**src/rtl/ysyx_22050243_load_extend_pkg.sv**
```systemverilog
// Shared encodings for the load-extend block: access size codes.
package ysyx_22050243_load_extend_pkg;

  typedef enum logic [1:0] {
    SZ_B = 2'd0,
    SZ_H = 2'd1,
    SZ_W = 2'd2,
    SZ_D = 2'd3
  } size_e;

endpackage

```
**src/rtl/ysyx_22050243_load_extend_field_ext.sv**
```systemverilog
// Combinational field extraction: shift the addressed bytes down, then
// zero- or sign-fill above the field; misaligned or illegal sizes give 0 + err.
module ysyx_22050243_field_ext
  import ysyx_22050243_load_extend_pkg::*;
#(
  parameter  int DATA_W = 64,
  localparam int OFF_W  = $clog2(DATA_W / 8)
) (
  input  logic [DATA_W-1:0] i_data,
  input  logic [OFF_W-1:0]  i_off,
  input  logic [1:0]        i_size,
  input  logic              i_signed,
  output logic [DATA_W-1:0] o_data,
  output logic              o_err
);

  logic [DATA_W-1:0] w_shifted;
  logic [DATA_W-1:0] w_mask;
  logic [OFF_W-1:0]  w_align;
  logic              w_msb;
  logic              w_illegal;

  assign w_shifted = i_data >> {i_off, 3'b000};

  // w_mask covers the field bits; w_align holds offset bits that must be zero.
  always_comb begin
    w_mask    = '1;
    w_align   = '0;
    w_msb     = 1'b0;
    w_illegal = 1'b0;
    case (size_e'(i_size))
      SZ_B: begin
        w_mask = DATA_W'(8'hFF);
        w_msb  = w_shifted[7];
      end
      SZ_H: begin
        w_mask  = DATA_W'(16'hFFFF);
        w_align = OFF_W'(1);
        w_msb   = w_shifted[15];
      end
      SZ_W: begin
        w_mask  = DATA_W'(32'hFFFF_FFFF);
        w_align = OFF_W'(3);
        w_msb   = w_shifted[31];
      end
      SZ_D: begin
        w_align   = OFF_W'(7);
        w_illegal = (DATA_W == 32);
      end
      default: ;
    endcase
  end

  assign o_err  = w_illegal | (|(i_off & w_align));
  assign o_data = o_err ? '0
                : ((w_shifted & w_mask) | ({DATA_W{i_signed & w_msb}} & ~w_mask));

endmodule

```
**src/rtl/ysyx_22050243_load_extend.sv**
```systemverilog
// Load-extend stage: extracts/extends on accept and buffers results in a small
// FIFO; in_ready is registered so it never depends on out_ready in-cycle.
module ysyx_22050243_load_extend
  import ysyx_22050243_load_extend_pkg::*;
#(
  parameter  int DATA_W = 64,
  parameter  int DEPTH  = 2,
  localparam int OFF_W  = $clog2(DATA_W / 8)
) (
  input  logic              clk,
  input  logic              rst_n,
  input  logic              in_valid,
  output logic              in_ready,
  input  logic [DATA_W-1:0] in_data,
  input  logic [OFF_W-1:0]  in_off,
  input  logic [1:0]        in_size,
  input  logic              in_signed,
  output logic              out_valid,
  input  logic              out_ready,
  output logic [DATA_W-1:0] out_data,
  output logic              out_err
);

  localparam int PTR_W = $clog2(DEPTH);
  localparam int CNT_W = $clog2(DEPTH + 1);

  logic [DATA_W-1:0] r_mem_data [DEPTH];
  logic              r_mem_err  [DEPTH];
  logic [PTR_W-1:0]  r_wptr;
  logic [PTR_W-1:0]  r_rptr;
  logic [CNT_W-1:0]  r_count;
  logic [CNT_W-1:0]  w_count_next;
  logic              r_in_ready;
  logic              w_push;
  logic              w_pop;
  logic [DATA_W-1:0] w_ext_data;
  logic              w_ext_err;

  ysyx_22050243_field_ext #(
    .DATA_W (DATA_W)
  ) u_field_ext (
    .i_data   (in_data),
    .i_off    (in_off),
    .i_size   (in_size),
    .i_signed (in_signed),
    .o_data   (w_ext_data),
    .o_err    (w_ext_err)
  );

  assign in_ready  = r_in_ready;
  assign out_valid = (r_count != '0);
  assign w_push    = in_valid & r_in_ready;
  assign w_pop     = out_valid & out_ready;

  always_comb begin
    w_count_next = r_count;
    case ({w_push, w_pop})
      2'b10:   w_count_next = r_count + CNT_W'(1);
      2'b01:   w_count_next = r_count - CNT_W'(1);
      default: w_count_next = r_count;
    endcase
  end

  // Ready for next cycle is derived from next count, so it tracks count < DEPTH.
  always_ff @(posedge clk) begin
    if (!rst_n) begin
      r_wptr     <= '0;
      r_rptr     <= '0;
      r_count    <= '0;
      r_in_ready <= 1'b0;
    end else begin
      if (w_push) r_wptr <= r_wptr + PTR_W'(1);
      if (w_pop)  r_rptr <= r_rptr + PTR_W'(1);
      r_count    <= w_count_next;
      r_in_ready <= (w_count_next < CNT_W'(DEPTH));
    end
  end

  always_ff @(posedge clk) begin
    if (w_push) begin
      r_mem_data[r_wptr] <= w_ext_data;
      r_mem_err[r_wptr]  <= w_ext_err;
    end
  end

  // Gate with out_valid so an empty (or freshly reset) buffer shows zeros.
  assign out_data = out_valid ? r_mem_data[r_rptr] : '0;
  assign out_err  = out_valid ? r_mem_err[r_rptr]  : 1'b0;

endmodule

```
**config.mk**
```make
export PLATFORM = sky130hd
export DESIGN_NAME = ysyx_22050243_load_extend
export DESIGN_NICKNAME = d
export VERILOG_FILES = /design/src/rtl/ysyx_22050243_load_extend_pkg.sv /design/src/rtl/ysyx_22050243_load_extend_field_ext.sv /design/src/rtl/ysyx_22050243_load_extend.sv
export SDC_FILE = /design/constraint.sdc
export NUM_CORES = 1
export LEC_CHECK = 0
export ABC_AREA = 1
export BUFFER_PORTS_ARGS = -buffer_cell sky130_fd_sc_hd__buf_2
export CAP_MARGIN = 30
export CORE_MARGIN = 5
export CORE_UTILIZATION = 42
export CTS_BUF_LIST = sky130_fd_sc_hd__clkbuf_2 sky130_fd_sc_hd__clkbuf_4 sky130_fd_sc_hd__clkbuf_8
export CTS_CLUSTER_DIAMETER = 150
export DETAILED_ROUTE_END_ITERATION = 8
export HOLD_SLACK_MARGIN = 0.02
export MAX_ROUTING_LAYER = met4
export PLACE_DENSITY = 0.71
export SYNTH_ARGS = -nofsm -noshare
export SYNTH_HDL_FRONTEND = slang
export SYNTH_SLANG_ARGS = --single-unit
export TNS_END_PERCENT = 10
```
**constraint.sdc**
```tcl
create_clock -name clk -period 4.99 [get_ports clk]
set_clock_uncertainty 0.2 [all_clocks]
set_input_delay 1.497 -clock clk [delete_from_list [all_inputs] [get_ports clk]]
set_output_delay 1.497 -clock clk [all_outputs]
set_load 0.01 [all_outputs]
```
Word level (Yosys, flattened, before mapping)
Memories as Yosys holds them, arrays and structs flattened. A register that Yosys moved wholly into a read port is not among the register bits.
Cells that the tools add are included.

operators by class
  $add $sub $neg = 4
  $lt $le $gt $ge = 1
  equal/unequal tests = 5
  shifts and indexed selects = 1
  multiplexer cells = 13
  bitwise logic cells = 8
  reduce and logical (&&, ||, !) cells = 3

operator list
  kind                                                  number
  one-hot mux 64 bit (3 select lines)                   1
  bitwise AND 64 bit                                    2
  2-to-1 mux 64 bit                                     2
  inverter 64 bit                                       1
  bitwise OR 64 bit                                     1
  right shift 64 x 6 -> 64 bit                          1
  one-hot mux 3 bit (3 select lines)                    1
  2-to-1 mux 1 bit                                      7
  equality test 2 bit (second input constant)           3
  equality test 2 x 1 -> 1 bit (second input constant)  2
  one-hot mux 2 bit (2 select lines)                    1
  bitwise AND 1 bit                                     3
  bitwise AND 3 bit                                     1
  one-hot mux 1 bit (3 select lines)                    1
  OR reduction 3 bit                                    1
  adder 1 bit (second input constant)                   2
  adder 2 x 1 -> 2 bit (second input constant)          1
  logical NOT 2 bit                                     1
  < comparator 2 bit (second input constant)            1
  nonzero test 2 bit                                    1
  subtractor 2 x 1 -> 2 bit (second input constant)     1

word-level totals
  register bits after elaboration = 5
  RAM bits = 130
  bits of input ports = 74
  output and inout port bits = 67
  word-level logic and storage cells = 41
  memories kept = 2

memory list
  name        depth  width  rd ports  clocked after memory_dff  write ports  RTL line                         RTL
  r_mem_data  2      64     1         1                         1            ysyx_22050243_load_extend.sv:27  logic [DATA_W-1:0] r_mem_data [DEPTH];
  r_mem_err   2      1      1         1                         1            ysyx_22050243_load_extend.sv:28  logic r_mem_err [DEPTH];

Logic depth before layout (Yosys ltp)
Gate-level depths: netlist of run 1.

  depth after elaboration = 6
  depth in mapped cells = 11
  gate-level depth less buffers = 10

Cells and area by module
From an unflattened synthesis of run 1, not the netlist that was laid out.

unflattened totals
  cells, all modules = 891
  area, all modules = 7792.5 um^2

modules (own cells, without submodules)
  module                     instances  cells each  area each (um^2)  sequential area each (um^2)
  ysyx_22050243_load_extend  1          384         5159.9            4023.9
  ysyx_22050243_field_ext    1          507         2632.5            0.0

Worst setup path after synthesis of run 1
OpenSTA, ideal clock, no wires.

  path type = in2reg
  from = in in_valid
  to = mem r_mem_data[1][0] (enable)
  library setup time = 0.490 ns
  data arrival time = 4.332 ns
  required time = 4.300 ns
  setup slack = -0.032 ns
  stages on the path = 2
  buffers on the path = 0
  path through = nand2_1 nor2_1

on the way
  word-level cells in the longest chain between the ends = 3

RTL lines
  item                                    RTL line                         RTL
  start, declared                         ysyx_22050243_load_extend.sv:12  input logic in_valid,
  bitwise AND 1 bit                       ysyx_22050243_load_extend.sv:52  assign w_push = in_valid & r_in_ready;
  2-to-1 mux 1 bit                        ysyx_22050243_load_extend.sv:80  if (w_push) begin
  2-to-1 mux 1 bit (implied by the code)  ysyx_22050243_load_extend.sv:81  r_mem_data[r_wptr] <= w_ext_data;
  end, declared                           ysyx_22050243_load_extend.sv:27

Every way passes these cells.

Worst setup path in the final report of run 1
  from = in in_off[2]
  to = mem r_mem_data[1][35] (data pin)

on the way
  elaborated cells on any way between the ends = 9
  those cells by class = 1 x shift; 2 x mux; 5 x bitwise; 1 x reduce/logical

RTL lines
  item                        RTL line                                   RTL
  start, declared             ysyx_22050243_load_extend.sv:15            input logic [OFF_W-1:0] in_off,
  bitwise AND 3 bit           ysyx_22050243_load_extend_field_ext.sv:54  assign o_err = w_illegal | (|(i_off & w_align));
  OR reduction 3 bit          ysyx_22050243_load_extend_field_ext.sv:54
  via u_field_ext.o_err       ysyx_22050243_load_extend_field_ext.sv:14  output logic o_err
  2-to-1 mux 64 bit           ysyx_22050243_load_extend_field_ext.sv:55  assign o_data = o_err ? '0
  via u_field_ext.o_data[35]  ysyx_22050243_load_extend_field_ext.sv:13  output logic [DATA_W-1:0] o_data,

The timed path passes the listed nets, and every way through them passes these cells.

==> results of run 1 <==
==> through the flow <==
stage	cells	total power, mW	worst slack [ps]	util	hold slack (ps)
floorplan	875	2.21	-13.4	-	225
global placement	1184	2.69	763	0.468	234
detailed placement	1184	2.71	718	0.468	239
CTS	1216	3.72	1100	0.493	256
global route	1216	3.89	947	0.493	270
finish	1216	3.69	1130	0.493	255
==> power by group through the flow <==
| stage | Combinational [mW] | Clock (mW) | Sequential (mW) |
|---|---|---|---|
| floorplan | 0.744 | 0 | 1.47 |
| global placement | 1.23 | 0 | 1.47 |
| detailed placement | 1.24 | 0 | 1.47 |
| CTS | 1.24 | 1.03 | 1.45 |
| global route | 1.35 | 1.08 | 1.46 |
| finish | 1.23 | 1.01 | 1.45 |
==> critical path: cells and delay by family <==
| family | cells | cell delay [ps] |
|---|---|---|
| compound gates | 3 | 830 |
| buf+inv | 3 | 1450 |
==> routing by layer <==
metal  global-route usage  part of all wire
met5                    -                 0
met4               0.0504             0.016
met3               0.0346             0.076
met2                0.324              0.48
met1                0.299              0.43
==> final cells by class <==
class | count | area share
Multi-Input combinational cell | 638 | 0.359
Timing Repair Buffer | 154 | 0.0924
Inverter | 27 | 0.0116
Sequential cell | 136 | 0.454
Clock inverter | 11 | 0.0194
Clock buffer | 21 | 0.0312
Tap cell | 229 | 0.0323
==> cells in the final DEF (no fill, tap or decap) <==
master / count
sky130_fd_sc_hd__clkinv_4: 2
sky130_fd_sc_hd__clkbuf_4: 2
sky130_fd_sc_hd__o21ai_2: 1
sky130_fd_sc_hd__dfxtp_2: 1
sky130_fd_sc_hd__nor2_8: 1
sky130_fd_sc_hd__clkinv_2: 3
sky130_fd_sc_hd__edfxtp_1: 130
sky130_fd_sc_hd__inv_2: 5
sky130_fd_sc_hd__xor2_1: 2
sky130_fd_sc_hd__nor2_1: 15
sky130_fd_sc_hd__nand2_2: 2
sky130_fd_sc_hd__o211ai_1: 23
sky130_fd_sc_hd__buf_2: 140
sky130_fd_sc_hd__nor2_4: 3
sky130_fd_sc_hd__inv_1: 21
sky130_fd_sc_hd__buf_4: 13
sky130_fd_sc_hd__or2_2: 17
sky130_fd_sc_hd__clkinvlp_4: 2
sky130_fd_sc_hd__a21oi_2: 40
sky130_fd_sc_hd__nor3_1: 1
sky130_fd_sc_hd__ha_1: 1
sky130_fd_sc_hd__o21bai_1: 1
sky130_fd_sc_hd__buf_12: 1
sky130_fd_sc_hd__inv_6: 1
sky130_fd_sc_hd__nand2_1: 280
sky130_fd_sc_hd__bufinv_16: 4
sky130_fd_sc_hd__o21ai_1: 7
sky130_fd_sc_hd__clkbuf_8: 19
sky130_fd_sc_hd__dfxtp_1: 5
sky130_fd_sc_hd__a21oi_1: 97
sky130_fd_sc_hd__mux2i_1: 13
sky130_fd_sc_hd__and2_1: 1
sky130_fd_sc_hd__nand3_1: 61
sky130_fd_sc_hd__o21ai_0: 72
==> registers in the layout (all words and copies together), names as in the netlist, named ones only <==
register,count
r_wptr,1
r_mem_data,128
r_mem_err,2
r_rptr,1
in_ready,1
r_count,2
==> worst min path at each step <==
stage / depth (start not counted) / start / slack, ps / end
detailed placement: 1 / r_rptr / 240 / flip-flop
floorplan: 1 / r_rptr / 230 / flip-flop
global route: 1 / r_rptr / 270 / flip-flop
CTS: 1 / r_rptr / 260 / flip-flop
finish: 1 / r_rptr / 250 / r_rptr
global placement: 1 / r_rptr / 230 / r_rptr
==> cells by family (layout without fill, tap and decap cells) <==
family	after synthesis	count (layout)	share of synthesized area
flip-flops	136	136	0.526
XOR/XNOR	2	2	0.00229
multiplexers	13	13	0.0170
buffers and inverters	101	213	0.0628
AO/OA/AOI/OAI	241	241	0.186
AND/OR/NAND/NOR	381	381	0.205
adder cells (fa/ha/maj)	1	1	0.00163
==> flow_summary.yaml, run 1 <==
run_status:
  outcome: "completed"
critical_path:
  r2r-start: "r_count[0]"
  cp-endpoint: "r_mem_data[1][35]"
  timing.critical_path.from: "in_off[2]"
  max_stage_delay_ps: 700
  worst-r2r-cell-count: 10
  worst_ep_arrival_time_ps: 3830
  setup.worst_path.end_class: "flip-flop"
  critPathKind: "in2reg"
  cpMaxStageDelayCell: "sky130_fd_sc_hd__clkinv_2"
  ff2ff_setup_slack_ps: 2950
  worst_ep_required_time_ps: 4950
  crit-reg2reg-capture: "r_count[1]"
  crit_path_start_kind: "input pin"
  timing.critical_path.cells: "buf_2 > inv_2 > o21ai_2 > clkinv_2 > o21ai_0 > a21oi_1"
  critical_path.max_fanout: 63
clocking:
  clk_latency_ps: 440
  holdBufCountCts: 0
  postCtsResizedCells: 0
  cts.root.buffer_cell: "sky130_fd_sc_hd__clkbuf_8"
  cts-buffers-inserted: 17
  clock_tree_from_tritoncts: "yes"
  cts_htree_levels: 4
  cts_setup_buffers: 0
  clock_sinks: 136
  cts_max_path_buffers: 2
  clkSlewWorstSetupHoldPaths_ps: 70
layout:
  design_area_um2: 8860
  multiInputGateArea_um2: 3180
  layout.area.seq_um2: 4030
  antenna_cells_inserted: 0
  flow.area_growth_from_synthesis_pct: 15.7
  nFillCells: 1715
  drive_above_1_share: 0.260
  finish.net_count: 1049
drt:
  count_of_antenna_violating_nets_left_after_detailed_routing: 0
  route.detailed.drc: 0
  dr_total_vias: 6659
  drt_iter0_markers: 779
  route.detailed.wl_per_inst_um: 18.4
  route.final.wire_length_mm: 22.3
  drt_pass1_iterations: 5
  vias_per_cell: 5.48
hold_path:
  hp-class: "reg2reg"
synthesis:
  async_reset_ff_frac: 0
  syn_area_um2: 7650
  synth_area_leader_cell: "sky130_fd_sc_hd__edfxtp_1"
  synth_area_per_cell_um2: 8.75
  yosys.cell_count.top_type: "sky130_fd_sc_hd__nand2_1"
  synthesis.instances: 875
  post_synth_most_frequent_cells: "sky130_fd_sc_hd__nand2_1, sky130_fd_sc_hd__edfxtp_1, sky130_fd_sc_hd__a21oi_1"
  postSynthNetCount: 950
  ys_seq_area_frac: 0.526
  synth_seq_cells: 136
  netlist-cell-type-count: 27
  synth.top_cell.area_share: 0.510
  synth_top_cells_by_area: "sky130_fd_sc_hd__edfxtp_1, sky130_fd_sc_hd__nand2_1, sky130_fd_sc_hd__a21oi_1"
  top_reg_cell_synth: "sky130_fd_sc_hd__edfxtp_1"
  yosysWarnings: 0
  synth-edff-count: 130
power_and_ir_drop:
  clock_power_share: 0.275
  power_switching_mw: 1.32
  power.combinational.fraction: 0.333
  peakVddDrop_uv: 255
  power.internal_mw: 2.37
  flop_pwr_share: 0.392
  power.leakage_nw: 3.60
  power-per-cell-area_nw_per_um2: 416
  p_sw_frac: 0.357
die:
  chip_width_um: 145
  start_util: 0.426
  fp-row-count: 49
  floorplan.die_area_um2: 21000
  ioPinCount: 141
  coreArea_um2: 18000
  die_height_um: 145
grt:
  first_global_vias: 6185
  grt_antenna_before_repair: 0
  pin_count_of_the_biggest_net_entering_global_routing: 68
  grt_first_pass_wirelength_mm: 34.7
  grt-ovfl-total: 0
  gr-usage-all-layers: 0.212
run:
  max_cap_viol_count: 0
placement:
  placed_cell_area_um2: 8410
  hpwlAfterDp_mm: 14.9
  io_buffer_count: 140
  place.gp.congestion: 0.910
timing:
  period_share: 0.774
  finalHoldViolations: 0
  max_slew.worst_pin.slew_ps: 948
  setup_violations: 0
  totalNegativeSetupSlack_ps: 0
  slew_hr: 0.368
  achievable-frequency_mhz: 259
  slew_viol_final: 0
  grt_setup_unrepaired: "no"
  period_needed_ps: 3860
Power figures use the tool's default switching activity.
==> run 2, diff against run 1 <==
--- a/config.mk
+++ b/config.mk
@@ -5,7 +5,7 @@
 export SDC_FILE = /design/constraint.sdc
 export NUM_CORES = 1
 export LEC_CHECK = 0
-export ABC_AREA = 1
+export ABC_AREA = 0
 export BUFFER_PORTS_ARGS = -buffer_cell sky130_fd_sc_hd__buf_2
 export CAP_MARGIN = 30
 export CORE_MARGIN = 5
@@ -15,7 +15,7 @@
 export DETAILED_ROUTE_END_ITERATION = 8
 export HOLD_SLACK_MARGIN = 0.02
 export MAX_ROUTING_LAYER = met4
-export PLACE_DENSITY = 0.71
+export PLACE_DENSITY = 0.72
 export SYNTH_ARGS = -nofsm -noshare
 export SYNTH_HDL_FRONTEND = slang
 export SYNTH_SLANG_ARGS = --single-unit
==> constraint.sdc (replaced) <==
create_clock -name clk -period 3.4 [get_ports clk]
set_clock_uncertainty 0.2 [all_clocks]
set_input_delay 1.02 -clock clk [delete_from_list [all_inputs] [get_ports clk]]
set_output_delay 1.02 -clock clk [all_outputs]
set_load 0.01 [all_outputs]
==> run 2 against run 1 <==
Against the previous run:
- first-iteration DRC count shrank 45%
- highest routed layer unchanged
- power grew 42%
- global-route usage shrank 1.1 points
- non-clock buffer count grew 14
- area after synthesis shrank 2.6%
- cell area is essentially flat
- die area shrank 2.5%
- synthesized cell count shrank 29%
- count of clock-buffer cells in the layout shrank 2
- cell count shrank 18%
==> flow_summary.yaml, run 2 <==
synthesis:
  netlist-cell-type-count: 43
  top_reg_cell_synth: "sky130_fd_sc_hd__edfxtp_1"
  post_synth_most_frequent_cells: "sky130_fd_sc_hd__edfxtp_1, sky130_fd_sc_hd__nor2_1, sky130_fd_sc_hd__mux2i_1"
  synth.top_cell.area_share: 0.524
  yosysWarnings: 0
  yosys.cell_count.top_type: "sky130_fd_sc_hd__edfxtp_1"
  synth_seq_cells: 136
  synthesis.instances: 617
  postSynthNetCount: 692
  synth_area_leader_cell: "sky130_fd_sc_hd__edfxtp_1"
  ys_seq_area_frac: 0.540
  async_reset_ff_frac: 0
  syn_area_um2: 7450
  synth-edff-count: 130
  synth_area_per_cell_um2: 12.1
  synth_top_cells_by_area: "sky130_fd_sc_hd__edfxtp_1, sky130_fd_sc_hd__mux2i_1, sky130_fd_sc_hd__mux4_2"
clocking:
  clk_latency_ps: 430
  cts_htree_levels: 4
  clock_tree_from_tritoncts: "yes"
  holdBufCountCts: 0
  cts_max_path_buffers: 2
  cts.root.buffer_cell: "sky130_fd_sc_hd__clkbuf_8"
  clkSlewWorstSetupHoldPaths_ps: 70
  cts-buffers-inserted: 17
  postCtsResizedCells: 0
  clock_sinks: 136
  cts_setup_buffers: 0
critical_path:
  timing.critical_path.cells: "buf_12 > mux2i_1 > nor2_1 > buf_2"
  ff2ff_setup_slack_ps: 1400
  r2r-start: "r_count[0]"
  worst_ep_required_time_ps: 2180
  cp_num_buf_inv: 2
  cp-endpoint: "out_data[28]"
  crit_path_start_kind: "flip-flop"
  critPathKind: "reg2out"
  cpMaxStageDelayCell: "sky130_fd_sc_hd__buf_12"
  worst-r2r-cell-count: 8
  setup.worst_path.end_class: "output pin"
  max_stage_delay_ps: 370
  cp_delay_by_family_top: "buffers and inverters"
  crit-reg2reg-capture: "in_ready"
  critical_path.max_fanout: 65
  crit_cells: 4
  worst_ep_arrival_time_ps: 1800
drt:
  drt_pass1_iterations: 5
  route.detailed.drc: 0
  vias_per_cell: 5.54
  route.final.wire_length_mm: 19.6
  route.detailed.wl_per_inst_um: 19.8
  dr_total_vias: 5496
  count_of_antenna_violating_nets_left_after_detailed_routing: 0
  drt_iter0_markers: 432
power_and_ir_drop:
  peakVddDrop_uv: 655
  power.leakage_nw: 3.33
  power-per-cell-area_nw_per_um2: 590
layout:
  drive_above_1_share: 0.335
  flow.area_growth_from_synthesis_pct: 19.0
  finish.net_count: 826
  commonest_non_fill_non_tap_cells_in_the_layout: "sky130_fd_sc_hd__buf_2, sky130_fd_sc_hd__edfxtp_1, sky130_fd_sc_hd__nor2_1"
  multiInputGateArea_um2: 3170
  nFillCells: 1553
  layout.area.seq_um2: 4030
  most_common_cell_after_layout_fill_and_taps_aside: "sky130_fd_sc_hd__buf_2"
  largest_reg_flops: 128
  registers.top_by_ff_count: "r_mem_data"
  largestRegisters: "r_mem_data: 128 flops, r_count: 2 flops, r_mem_err: 2 flops"
die:
  fp-row-count: 48
  floorplan.die_area_um2: 20500
  ioPinCount: 141
  chip_width_um: 143
  start_util: 0.429
  die_height_um: 143
  coreArea_um2: 17400
timing:
  totalNegativeSetupSlack_ps: 0
  setup_violations: 0
  max_slew.worst_pin.slew_ps: 535
  slew_hr: 0.643
  slew_viol_final: 0
  period_share: 0.889
  period_needed_ps: 3020
  finalHoldViolations: 0
  achievable-frequency_mhz: 331
  hold-worst-slack_ps: 373
  grt_setup_unrepaired: "no"
grt:
  first_global_vias: 5440
  gr-usage-all-layers: 0.201
  grt-ovfl-total: 0
  grt_antenna_before_repair: 4
  pin_count_of_the_biggest_net_entering_global_routing: 67
  grt_first_pass_wirelength_mm: 30.0
run:
  max_cap_viol_count: 0
hold_path:
  timing.hold.worst.start: "r_rptr"
  hp-class: "reg2reg"
run_status:
  outcome: "completed"
placement:
  hpwlAfterDp_mm: 14.1
  io_buffer_count: 140
  place.gp.congestion: 0.909
run 2: cell count changes in the layout (fill, tap and decap cells not counted), sizes merged, moves of 14 or more:
cell / previous run / this run
nand2: 282 / 12
a21oi: 137 / 41
nor2: 19 / 114
mux2i: 13 / 99
nand3: 61 / 0
o21ai: 80 / 43
a211oi: 0 / 23
inv: 27 / 4
o211ai: 23 / 0
mux4: 0 / 22
nor2b: 0 / 16
buf: 154 / 168
or2: 17 / 3
run 2: how the worst min path moves through the flow:
| stage | to | cells after the start | slack, ps |
|---|---|---|---|
| final | flip-flop | 2 | 370 |
| after global routing | flip-flop | 2 | 410 |
| after CTS | flip-flop | 2 | 380 |
| after detailed placement | flip-flop | 2 | 360 |
| after floorplan | r_count[1] | 2 | 320 |
| after global placement | flip-flop | 2 | 370 |
run 2: final cells by class:
class,count,share of cell area
Clock buffer,19,0.0281
Clock inverter,11,0.0123
Tap cell,225,0.0318
Timing Repair Buffer,168,0.113
Inverter,4,0.00169
Sequential cell,136,0.454
Antenna cell,5,0.00141
Multi-Input combinational cell,424,0.358
run 2: power breakdown:
part           switching, mW  leakage, nW  internal (mW)  total (mW)
registers             0.0539         1.27           2.08        2.13
clock network          0.579        0.185          0.647        1.23
logic                   1.13         1.87          0.746        1.88
total                   1.77         3.33           3.47        5.24
run 2: cells by family after synthesis:
group / after synthesis / share of synthesized area
AOI/OAI and AO/OA: 123 / 0.106
xor gates and xnor gates: 4 / 0.00470
adders and majority gates: 1 / 0.00168
buffers and inverters: 57 / 0.0366
DFF: 136 / 0.540
muxes: 124 / 0.204
and+or+nand+nor: 172 / 0.107
run 2: worst register-to-register path, cell delays in order (launching register included):
cell and delay (ps):
sky130_fd_sc_hd__dfxtp_1 360, sky130_fd_sc_hd__nor2_4 230, sky130_fd_sc_hd__buf_4 190, sky130_fd_sc_hd__inv_1 60, sky130_fd_sc_hd__and2_1 170, sky130_fd_sc_hd__ha_1 300
sky130_fd_sc_hd__nor2_1 140, sky130_fd_sc_hd__xnor2_1 90, sky130_fd_sc_hd__and2_1 150
run 2: through the flow:
| stage | instance area (µm²) | setup slack [ps] | std cells | power, mW | util |
|---|---|---|---|---|---|
| 4_1_cts | 8850 | 311 | 986 | 5.29 | 0.510 |
| 6_report | 8870 | 376 | 992 | 5.24 | 0.511 |
| 3_3_place_gp | 8490 | 358 | 956 | 4.05 | 0.489 |
| 3_5_place_dp | 8490 | 320 | 956 | 4.07 | 0.489 |
| 2_1_floorplan | 7460 | 169 | 617 | 3.34 | - |
| 5_1_grt | 8860 | 263 | 991 | 5.53 | 0.511 |
run 2: layer usage:
metal,vias up,global-route usage,part of all wire
met5,-,-,0
met4,0,0.0660,0.022
met3,31,0.0375,0.068
met2,198,0.317,0.49
met1,2691,0.263,0.42
li1,2576,-,-
==> run 3, diff against run 2 <==
--- a/config.mk
+++ b/config.mk
@@ -5,17 +5,16 @@
 export SDC_FILE = /design/constraint.sdc
 export NUM_CORES = 1
 export LEC_CHECK = 0
-export ABC_AREA = 0
+export ABC_AREA = 1
 export BUFFER_PORTS_ARGS = -buffer_cell sky130_fd_sc_hd__buf_2
 export CAP_MARGIN = 30
 export CORE_MARGIN = 5
 export CORE_UTILIZATION = 42
 export CTS_BUF_LIST = sky130_fd_sc_hd__clkbuf_2 sky130_fd_sc_hd__clkbuf_4 sky130_fd_sc_hd__clkbuf_8
-export CTS_CLUSTER_DIAMETER = 150
 export DETAILED_ROUTE_END_ITERATION = 8
 export HOLD_SLACK_MARGIN = 0.02
 export MAX_ROUTING_LAYER = met4
-export PLACE_DENSITY = 0.72
+export PLACE_DENSITY = 0.71
 export SYNTH_ARGS = -nofsm -noshare
 export SYNTH_HDL_FRONTEND = slang
 export SYNTH_SLANG_ARGS = --single-unit
==> run 3 against run 2 <==
Against the previous run:
- sequential share of layout area is 0.52 points lower
- first-iteration DRC count is 53% higher
- hold slack worse by 100 ps
- sequential power hardly changed
- register-to-register slack worse by 120 ps
- power is 1.6% lower
- count of clock-buffer cells in the layout is 2 lower
- routed wire length is 10% higher
- via count is 20% higher
- global-route usage is 0.59 points higher
- sequential cell count stayed put
- combinational power hardly changed
- critical path type unchanged
- largest power group unchanged
- highest routed layer unchanged
==> flow_summary.yaml, run 3 (synthesis gave the netlist of run 1 again) <==
critical_path:
  critPathKind: "reg2out"
  worst_ep_arrival_time_ps: 1900
  timing.critical_path.cells: "inv_2 > buf_12 > nand2_1 > a21oi_1 > buf_2"
  cp_num_buf_inv: 3
  cp_delay_by_family_top: "buffers and inverters"
  crit_path_start_kind: "flip-flop"
  max_stage_delay_ps: 340
  setup.worst_path.end_class: "output pin"
  cpMaxStageDelayCell: "sky130_fd_sc_hd__dfxtp_2"
  worst_ep_required_time_ps: 2180
  critical_path.max_fanout: 30
die:
  start_util: 0.426
  coreArea_um2: 18000
  floorplan.die_area_um2: 21000
  die_height_um: 145
  chip_width_um: 145
  ioPinCount: 141
  fp-row-count: 49
layout:
  design_area_um2: 8960
  drive_above_1_share: 0.267
  commonest_non_fill_non_tap_cells_in_the_layout: "sky130_fd_sc_hd__nand2_1, sky130_fd_sc_hd__buf_2, sky130_fd_sc_hd__edfxtp_1"
  finish.cell_count_without_fillers: 1227
  flow.area_growth_from_synthesis_pct: 17.1
  largest_reg_flops: 128
  largestRegisters: "r_mem_data: 128 flops, r_count: 2 flops, r_mem_err: 2 flops"
  fin_util: 0.499
  most_common_cell_after_layout_fill_and_taps_aside: "sky130_fd_sc_hd__nand2_1"
  finish.net_count: 1059
  registers.top_by_ff_count: "r_mem_data"
grt:
  grt_antenna_before_repair: 1
  first_global_vias: 6301
  pin_count_of_the_biggest_net_entering_global_routing: 67
  grt_first_pass_wirelength_mm: 34.1
  gr-usage-all-layers: 0.207
  grt-ovfl-total: 0
placement:
  placed_cells_incl_taps: 1194
  hpwlAfterDp_mm: 15.2
  placed_cell_area_um2: 8610
  io_buffer_count: 140
  place.gp.congestion: 0.988
timing:
  max_slew.worst_pin.slew_ps: 654
  period_share: 0.917
  hold-worst-slack_ps: 268
  setup_violations: 0
  slew_viol_final: 0
  slew_hr: 0.564
  grt_setup_unrepaired: "no"
  achievable-frequency_mhz: 321
  period_needed_ps: 3120
  finalHoldViolations: 0
hold_path:
  hp-class: "reg2reg"
power_and_ir_drop:
  power-per-cell-area_nw_per_um2: 574
  design_power_total_mw: 5.15
  peakVddDrop_uv: 426
  power.leakage_nw: 3.63
drt:
  route.detailed.drc: 0
  route.final.wire_length_mm: 21.6
  dr_total_vias: 6620
  route.detailed.wl_per_inst_um: 17.6
  vias_per_cell: 5.40
  drt_iter0_markers: 661
  count_of_antenna_violating_nets_left_after_detailed_routing: 0
  drt_pass1_iterations: 5
clocking:
  cts_htree_levels: 4
  postCtsResizedCells: 0
  holdBufCountCts: 0
  cts_max_path_buffers: 2
  clkSlewWorstSetupHoldPaths_ps: 80
  cts_setup_buffers: 0
  clk_latency_ps: 420
  cts-buffers-inserted: 17
  clock_tree_from_tritoncts: "yes"
  cts.root.buffer_cell: "sky130_fd_sc_hd__clkbuf_8"
  clock_sinks: 136
run:
  max_cap_viol_count: 0
run_status:
  outcome: "completed"
==> run 3: final cells by class <==
class	instances	area [µm²]
Clock inverter	15	118
Timing Repair Buffer	164	1020
Sequential cell	136	4030
Inverter	27	103
Clock buffer	17	234
Tap cell	229	287
Multi-Input combinational cell	638	3180
Antenna cell	1	2.50
Fill cell	1685	9000
==> run 3: through the flow <==
stage / setup TNS (ps) / setup slack, ps
detailed placement: 0 / 442
global route: 0 / 171
floorplan: -6320 / -58.4
finish: 0 / 282
global placement: 0 / 459
CTS: 0 / 268
==> run 3: power by group <==
part	total (mW)	internal, mW	switching [mW]	leakage (nW)
clock network	1.19	0.517	0.668	0.162
registers	2.12	2.06	0.0565	1.27
logic	1.85	0.602	1.24	2.20
==> run 3: path summary, 6_finish.rpt <==
check	start	end	slack (ps)	depth (start not counted)
worst min register to register	r_rptr	flip-flop	270	1
worst min-delay path	r_rptr	flip-flop	270	1
worst max-delay path	flip-flop	out_data[44]	280	5
worst max register to register	r_count[0]	r_count[1]	1280	10
==> run 3: routing by layer <==
metal	global-route usage	wire length, µm
met1	0.284	9600
met2	0.307	10100
met3	0.0452	1470
met4	0.0659	462
met5	-	0
